File: config.mk
export PLATFORM = sky130hd
export DESIGN_NAME = ei_mac_dot_seq
export DESIGN_NICKNAME = d
export VERILOG_FILES = /design/src/rtl/ei_mac_pkg.sv /design/src/rtl/ei_opbuf.sv /design/src/rtl/ei_mac_dot_seq.sv
export SDC_FILE = /design/constraint.sdc
export NUM_CORES = 1
export LEC_CHECK = 0
export BUFFER_PORTS_ARGS = -buffer_cell sky130_fd_sc_hd__buf_2
export CORE_MARGIN = 2
export CORE_UTILIZATION = 30
export CTS_BUF_LIST = sky130_fd_sc_hd__clkbuf_8
export CTS_CLUSTER_SIZE = 10
export DETAILED_ROUTE_END_ITERATION = 16
export PLACE_DENSITY_LB_ADDON = 0.15
export SLEW_MARGIN = 20
export SYNTH_ARGS = -nofsm -noshare
export SYNTH_HDL_FRONTEND = slang
export SYNTH_SLANG_ARGS = --single-unit
export TNS_END_PERCENT = 30
File: constraint.sdc
create_clock -name clk -period 3.1 [get_ports clk]
set_input_delay 0.465 -clock clk [delete_from_list [all_inputs] [get_ports clk]]
set_output_delay 0.465 -clock clk [all_outputs]
set_load 0.01 [all_outputs]
File: src/rtl/ei_mac_pkg.sv
// rtl/ei_mac_pkg.sv - shared types and widths for the MAC dot-product sequencer
package ei_mac_pkg;

  localparam int OPW     = 8;
  localparam int ACCW    = 32;
  localparam int DEF_LAT = 3;

  typedef enum logic [2:0] {
    IDLE   = 3'd0,
    CLR    = 3'd1,
    ISSUE  = 3'd2,
    DRAIN  = 3'd3,
    RESULT = 3'd4
  } state_t;

endpackage

File: src/rtl/ei_opbuf.sv
// rtl/ei_opbuf.sv - operand register file holding A (high byte) and B (low byte) per entry
module ei_opbuf
  import ei_mac_pkg::*;
#(
  parameter int DEPTH = 16,
  parameter int AW    = $clog2(DEPTH)
) (
  input  logic             clk,
  input  logic             en,
  input  logic             we,
  input  logic [AW-1:0]    waddr,
  input  logic [2*OPW-1:0] wdata,
  input  logic [AW-1:0]    raddr,
  output logic [2*OPW-1:0] rdata
);

  logic [2*OPW-1:0] mem [DEPTH];

  always_ff @(posedge clk) begin
    if (en && we) begin
      mem[waddr] <= wdata;
    end
  end

  assign rdata = mem[raddr];

endmodule

File: src/rtl/ei_mac_dot_seq.sv
// rtl/ei_mac_dot_seq.sv - streams buffered operand pairs into a MAC and returns the dot product
module ei_mac_dot_seq
  import ei_mac_pkg::*;
#(
  parameter int DEPTH  = 16,
  parameter int AW     = $clog2(DEPTH),
  parameter int LW     = $clog2(DEPTH + 1),
  parameter int LAT    = DEF_LAT,
  parameter int TO_CYC = LAT + 4
) (
  input  logic            clk,
  input  logic            rst,
  input  logic            en,
  input  logic            wr_en,
  input  logic [AW-1:0]   wr_addr,
  input  logic [OPW-1:0]  wr_a,
  input  logic [OPW-1:0]  wr_b,
  input  logic            start,
  input  logic [LW-1:0]   len,
  output logic            busy,
  output logic            mac_valid_in,
  output logic            mac_clr_acc,
  output logic [OPW-1:0]  mac_a,
  output logic [OPW-1:0]  mac_b,
  input  logic [ACCW-1:0] mac_acc_out,
  input  logic            mac_valid_out,
  output logic [ACCW-1:0] res_data,
  output logic            res_valid,
  input  logic            res_ready,
  output logic            err
);

  localparam int DW = $clog2(TO_CYC + 1);

  state_t           state, state_n;
  logic [LW-1:0]    len_q;
  logic [LW-1:0]    idx;
  logic [LW-1:0]    ret_cnt;
  logic [DW-1:0]    drain_cnt;
  logic [2*OPW-1:0] rd_word;
  logic             ret_done;
  logic             drain_to;

  ei_opbuf #(.DEPTH(DEPTH), .AW(AW)) u_opbuf (
    .clk   (clk),
    .en    (en),
    .we    (wr_en && (state == IDLE)),
    .waddr (wr_addr),
    .wdata ({wr_a, wr_b}),
    .raddr (idx[AW-1:0]),
    .rdata (rd_word)
  );

  // The final return is accepted in the same cycle its valid_out arrives.
  assign ret_done = mac_valid_out && ((ret_cnt + LW'(1)) == len_q);
  assign drain_to = !ret_done && (drain_cnt == DW'(TO_CYC - 1));
  assign busy     = (state != IDLE);

  always_comb begin
    state_n = state;
    unique case (state)
      IDLE:    if (start) state_n = CLR;
      CLR:     state_n = (len_q == '0) ? RESULT : ISSUE;
      ISSUE:   if (idx == len_q) state_n = DRAIN;
      DRAIN:   if (ret_done || drain_to) state_n = RESULT;
      RESULT:  if (res_ready) state_n = IDLE;
      default: state_n = IDLE;
    endcase
  end

  always_ff @(posedge clk) begin
    if (rst) begin
      state        <= IDLE;
      len_q        <= '0;
      idx          <= '0;
      ret_cnt      <= '0;
      drain_cnt    <= '0;
      mac_valid_in <= 1'b0;
      mac_clr_acc  <= 1'b0;
      mac_a        <= '0;
      mac_b        <= '0;
      res_data     <= '0;
      res_valid    <= 1'b0;
      err          <= 1'b0;
    end else if (en) begin
      state <= state_n;
      unique case (state)
        IDLE: begin
          if (start) begin
            len_q       <= len;
            err         <= 1'b0;
            mac_clr_acc <= 1'b1;
            idx         <= '0;
          end
        end
        CLR: begin
          mac_clr_acc <= 1'b0;
          ret_cnt     <= '0;
          drain_cnt   <= '0;
          if (len_q == '0) begin
            res_data  <= '0;
            res_valid <= 1'b1;
          end else begin
            // Entry 0 is preloaded so mac_valid_in is high for exactly len ISSUE cycles.
            mac_valid_in <= 1'b1;
            mac_a        <= rd_word[2*OPW-1:OPW];
            mac_b        <= rd_word[OPW-1:0];
            idx          <= LW'(1);
          end
        end
        ISSUE: begin
          ret_cnt <= ret_cnt + LW'(mac_valid_out);
          if (idx == len_q) begin
            mac_valid_in <= 1'b0;
          end else begin
            mac_a <= rd_word[2*OPW-1:OPW];
            mac_b <= rd_word[OPW-1:0];
            idx   <= idx + LW'(1);
          end
        end
        DRAIN: begin
          ret_cnt   <= ret_cnt + LW'(mac_valid_out);
          drain_cnt <= drain_cnt + DW'(1);
          if (ret_done || drain_to) begin
            res_data  <= mac_acc_out;
            res_valid <= 1'b1;
            err       <= drain_to;
          end
        end
        RESULT: begin
          if (res_ready) res_valid <= 1'b0;
        end
        default: ;
      endcase
    end
  end

endmodule

==> results.toml <==
[global_routing]
grt_pass1_vias = 7301
gr-total-overflow = 0
grt_pass1_wl_microns = 48300
grtUsageTotal = 0.148
grt_max_degree = 65
antenna_found_initial = 1

[power_and_ir_drop]
ir_drop_v = 0.000313
total_power_mw = 9.35
p_leak_nw = 5.62
powerDensity_mw_per_mm2 = 596

[setup_path]
path_buf_inv = 1
crit_path_cell_trace = "inv_1, nor2_1, nand2_1, a311o_2, mux2i_1"
critical_path.top_delay_family = "compound AO/OA/AOI/OAI gates"
arrival_ns = 2.85
slowest_delay_ns = 0.78
r2r-end = "res_data[13]"
crit_type = "flop to flop"
r2r_slack_ns = 0.73
cp_max_fo = 34
cp-start-kind = "flop"
regToRegStartpoint = "state[0]"
crit_path_top_delay_cell = "a311o_2"
cp-end-kind = "flop"
crit_required_ns = 3.58
worstRegToRegCells = 5

[timing]
slew_headroom = 0.278
finalClockSkew_ns = 0.0131
finalSetupViolCount = 0
fin_tns_setup_ns = 0
rsz0062_at_grt = "no"
maxSlewViolCount = 0
layout_min_cycle_time_ns = 2.37
worst_pin_slew_ns = 1.08
fmax_ghz = 0.422
finalHoldViolCount = 0
fin_crit_sh = 0.765

[final_layout]
drive_gt1_frac = 0.354
final_util = 0.364
synthToLayoutAreaGrowth_pct = 20.0
nets = 994
nFillCells = 4082

[clock_tree]
cts_setup_buffers = 0
clk_pin_slew_ns = 0.06
cts_tree = "built"
root_buffer = "clkbuf_8"
h-tree-depth = 2
cts_made_buffers = 57
worst_skew_pair.late_latency_ns = 0.64
postCtsHoldBufs = 0
cts_buffer_depth = 3
cts_resized = 0
cts_sinks = 333

[floorplanning]
rows = 76
initial_core_util = 0.303
die-area_sq_mm = 0.0452
dieWidth_microns = 213
die_h_microns = 213
core-area_sq_mm = 0.0431
ios = 117

[place]
gp_congestion = 0.763
port-buffer-count = 116
hpwl_microns = 20800

[worst_hold_path]
hold_path.class = "input port to flop"
whs_path_depth = 3
holdCritStartpoint = "mac_acc_out[16]"
worstHoldEndpoint = "res_data[16]"

[drt]
viasPerCell = 4.51
drt_wl_total_microns = 32600
drc = 0
vias = 7019
wl_per_cell_microns = 20.9
dr.pass1.iters = 4
ant_nets = 0
drt_iter0_drc = 411

[logic_synthesis]
syn_area_sq_mm = 0.0131
ys_ff_latch = 333
synth_area_leaders = "edfxtp_1, mux4_2, dfxtp_1"
synth_top_area_cell = "edfxtp_1"
synth_top_area_share = 0.588
netlist_instances = 750
avgSynthCellArea_sq_um = 17.4
syn-num-nets = 820
ys_types = 41
ys_seq_area_frac = 0.706
synth_warnings = 0

[job]
max-cap-violations = 0

[outcome]
status = "completed"
## state kept, by name, indices dropped and copies added, names as in the netlist, named ones only
register and flops:
res_valid 1, drain_cnt 3, mac_clr_acc 1, idx 5
state 3, mac_valid_in 1, ret_cnt 5, len_q 5
mac_a 8, mac_b 8, res_data 32, u_opbuf.mem 256
err 1
## cells in the mapped netlist, drive strengths merged
cell,instances
edfxtp,256
mux4,80
nand2,78
dfxtp,77
mux2i,55
nor2,55
clkbuf,20
buf,19
nor3,15
nand3,13
xnor2,13
a21oi,12
inv,10
ha,6
xor2,6
o31ai,5
nor2b,4
a211oi,3
nand4,3
o21ai,3
a21o,2
nand2b,2
o21a,2
a2111oi,1
a211o,1
a221oi,1
a311o,1
a31o,1
and3,1
clkinv,1
nand3b,1
o31a,1
or3,1
or4,1
## metal layers
layer | global-route usage | vias up | share of wire
met4 | 0.0514 | 0 | 0.022
li1 | - | 3260 | -
met1 | 0.186 | 3524 | 0.44
met5 | 0 | - | 0
met3 | 0.0378 | 52 | 0.052
met2 | 0.248 | 183 | 0.49
## metrics by stage
stage | area (sq um) | hold slack [ns] | cells | setup WS (ns)
floorplan | 13100 | 0.470 | 750 | 0.261
global placement | 14500 | 0.441 | 1450 | 0.720
detailed placement | 14500 | 0.448 | 1450 | 0.706
CTS | 15700 | 0.00633 | 1557 | 0.719
global route | 15700 | 0.0173 | 1557 | 0.539
finish | 15700 | 0.0684 | 1558 | 0.729
## worst max-delay path by stage
stage	startpoint	end	slack, ns	cells past startpoint
global placement	ret_cnt[0]	res_data[11]	0.72	7
CTS	ret_cnt[0]	res_data[27]	0.72	7
floorplan	en	u_opbuf.mem[0][0]	0.26	5
global route	ret_cnt[0]	res_data[12]	0.54	7
finish	state[0]	res_data[13]	0.73	5
detailed placement	en	u_opbuf.mem[0][11]	0.71	7
## logic make-up (layout without fill, tap and decap cells)
kind of cell / Yosys count / count (layout) / share of synthesized area
AOI/OAI and AO/OA: 33 / 33 / 0.0182
xor gates and xnor gates: 19 / 19 / 0.0127
adders and majority gates: 6 / 6 / 0.00574
buffers and inverters: 50 / 272 / 0.0211
DFF: 333 / 333 / 0.706
muxes: 135 / 135 / 0.180
other: 0 / 1 / 0
and+or+nand+nor: 174 / 174 / 0.0560
## area by class of cell
class / count / area (sq um) / area share
Tap cell: 585 / 732 / 0.0467
Clock inverter: 45 / 314 / 0.0200
Antenna cell: 1 / 2.50 / 0.000160
Inverter: 11 / 41.3 / 0.00263
Sequential cell: 333 / 9230 / 0.589
Timing Repair Buffer: 154 / 891 / 0.0568
Multi-Input combinational cell: 367 / 3620 / 0.231
Clock buffer: 62 / 853 / 0.0544
## power breakdown
group | leakage (nW) | total [mW] | switching (mW) | internal [mW]
Sequential | 2.93 | 4.87 | 0.0253 | 4.84
Clock | 0.655 | 4.05 | 1.86 | 2.19
Combinational | 2.03 | 0.436 | 0.266 | 0.170
Total | 5.62 | 9.35 | 2.15 | 7.20
## worst reg2reg max path, stage by stage, from the launching register on
cell	delay (ns)
dfxtp_1	0.55
inv_1	0.18
nor2_1	0.25
nand2_1	0.20
a311o_2	0.78
mux2i_1	0.26
## placed cells by master, fill, tap and decap left out, drive strengths merged
master    Yosys  final
a2111oi       1      1
edfxtp      256    256
a211oi        3      3
nand3b        1      1
mux4         80     80
and3          1      1
buf          19    154
nand4         3      3
nand2b        2      2
a21oi        12     12
a311o         1      1
nand2        78     78
clkbuf       20     62
or4           1      1
nor3         15     15
o21a          2      2
o21ai         3      3
a21o          2      2
a221oi        1      1
o31a          1      1
o31ai         5      5
nor2         55     55
diode         0      1
clkinvlp      0      4
clkinv        1     22
a31o          1      1
xor2          6      6
xnor2        13     13
bufinv        0      4
a211o         1      1
nand3        13     13
ha            6      6
nor2b         4      4
dfxtp        77     77
mux2i        55     55
or3           1      1
inv          10     26
Power figures use the tool's default switching activity.
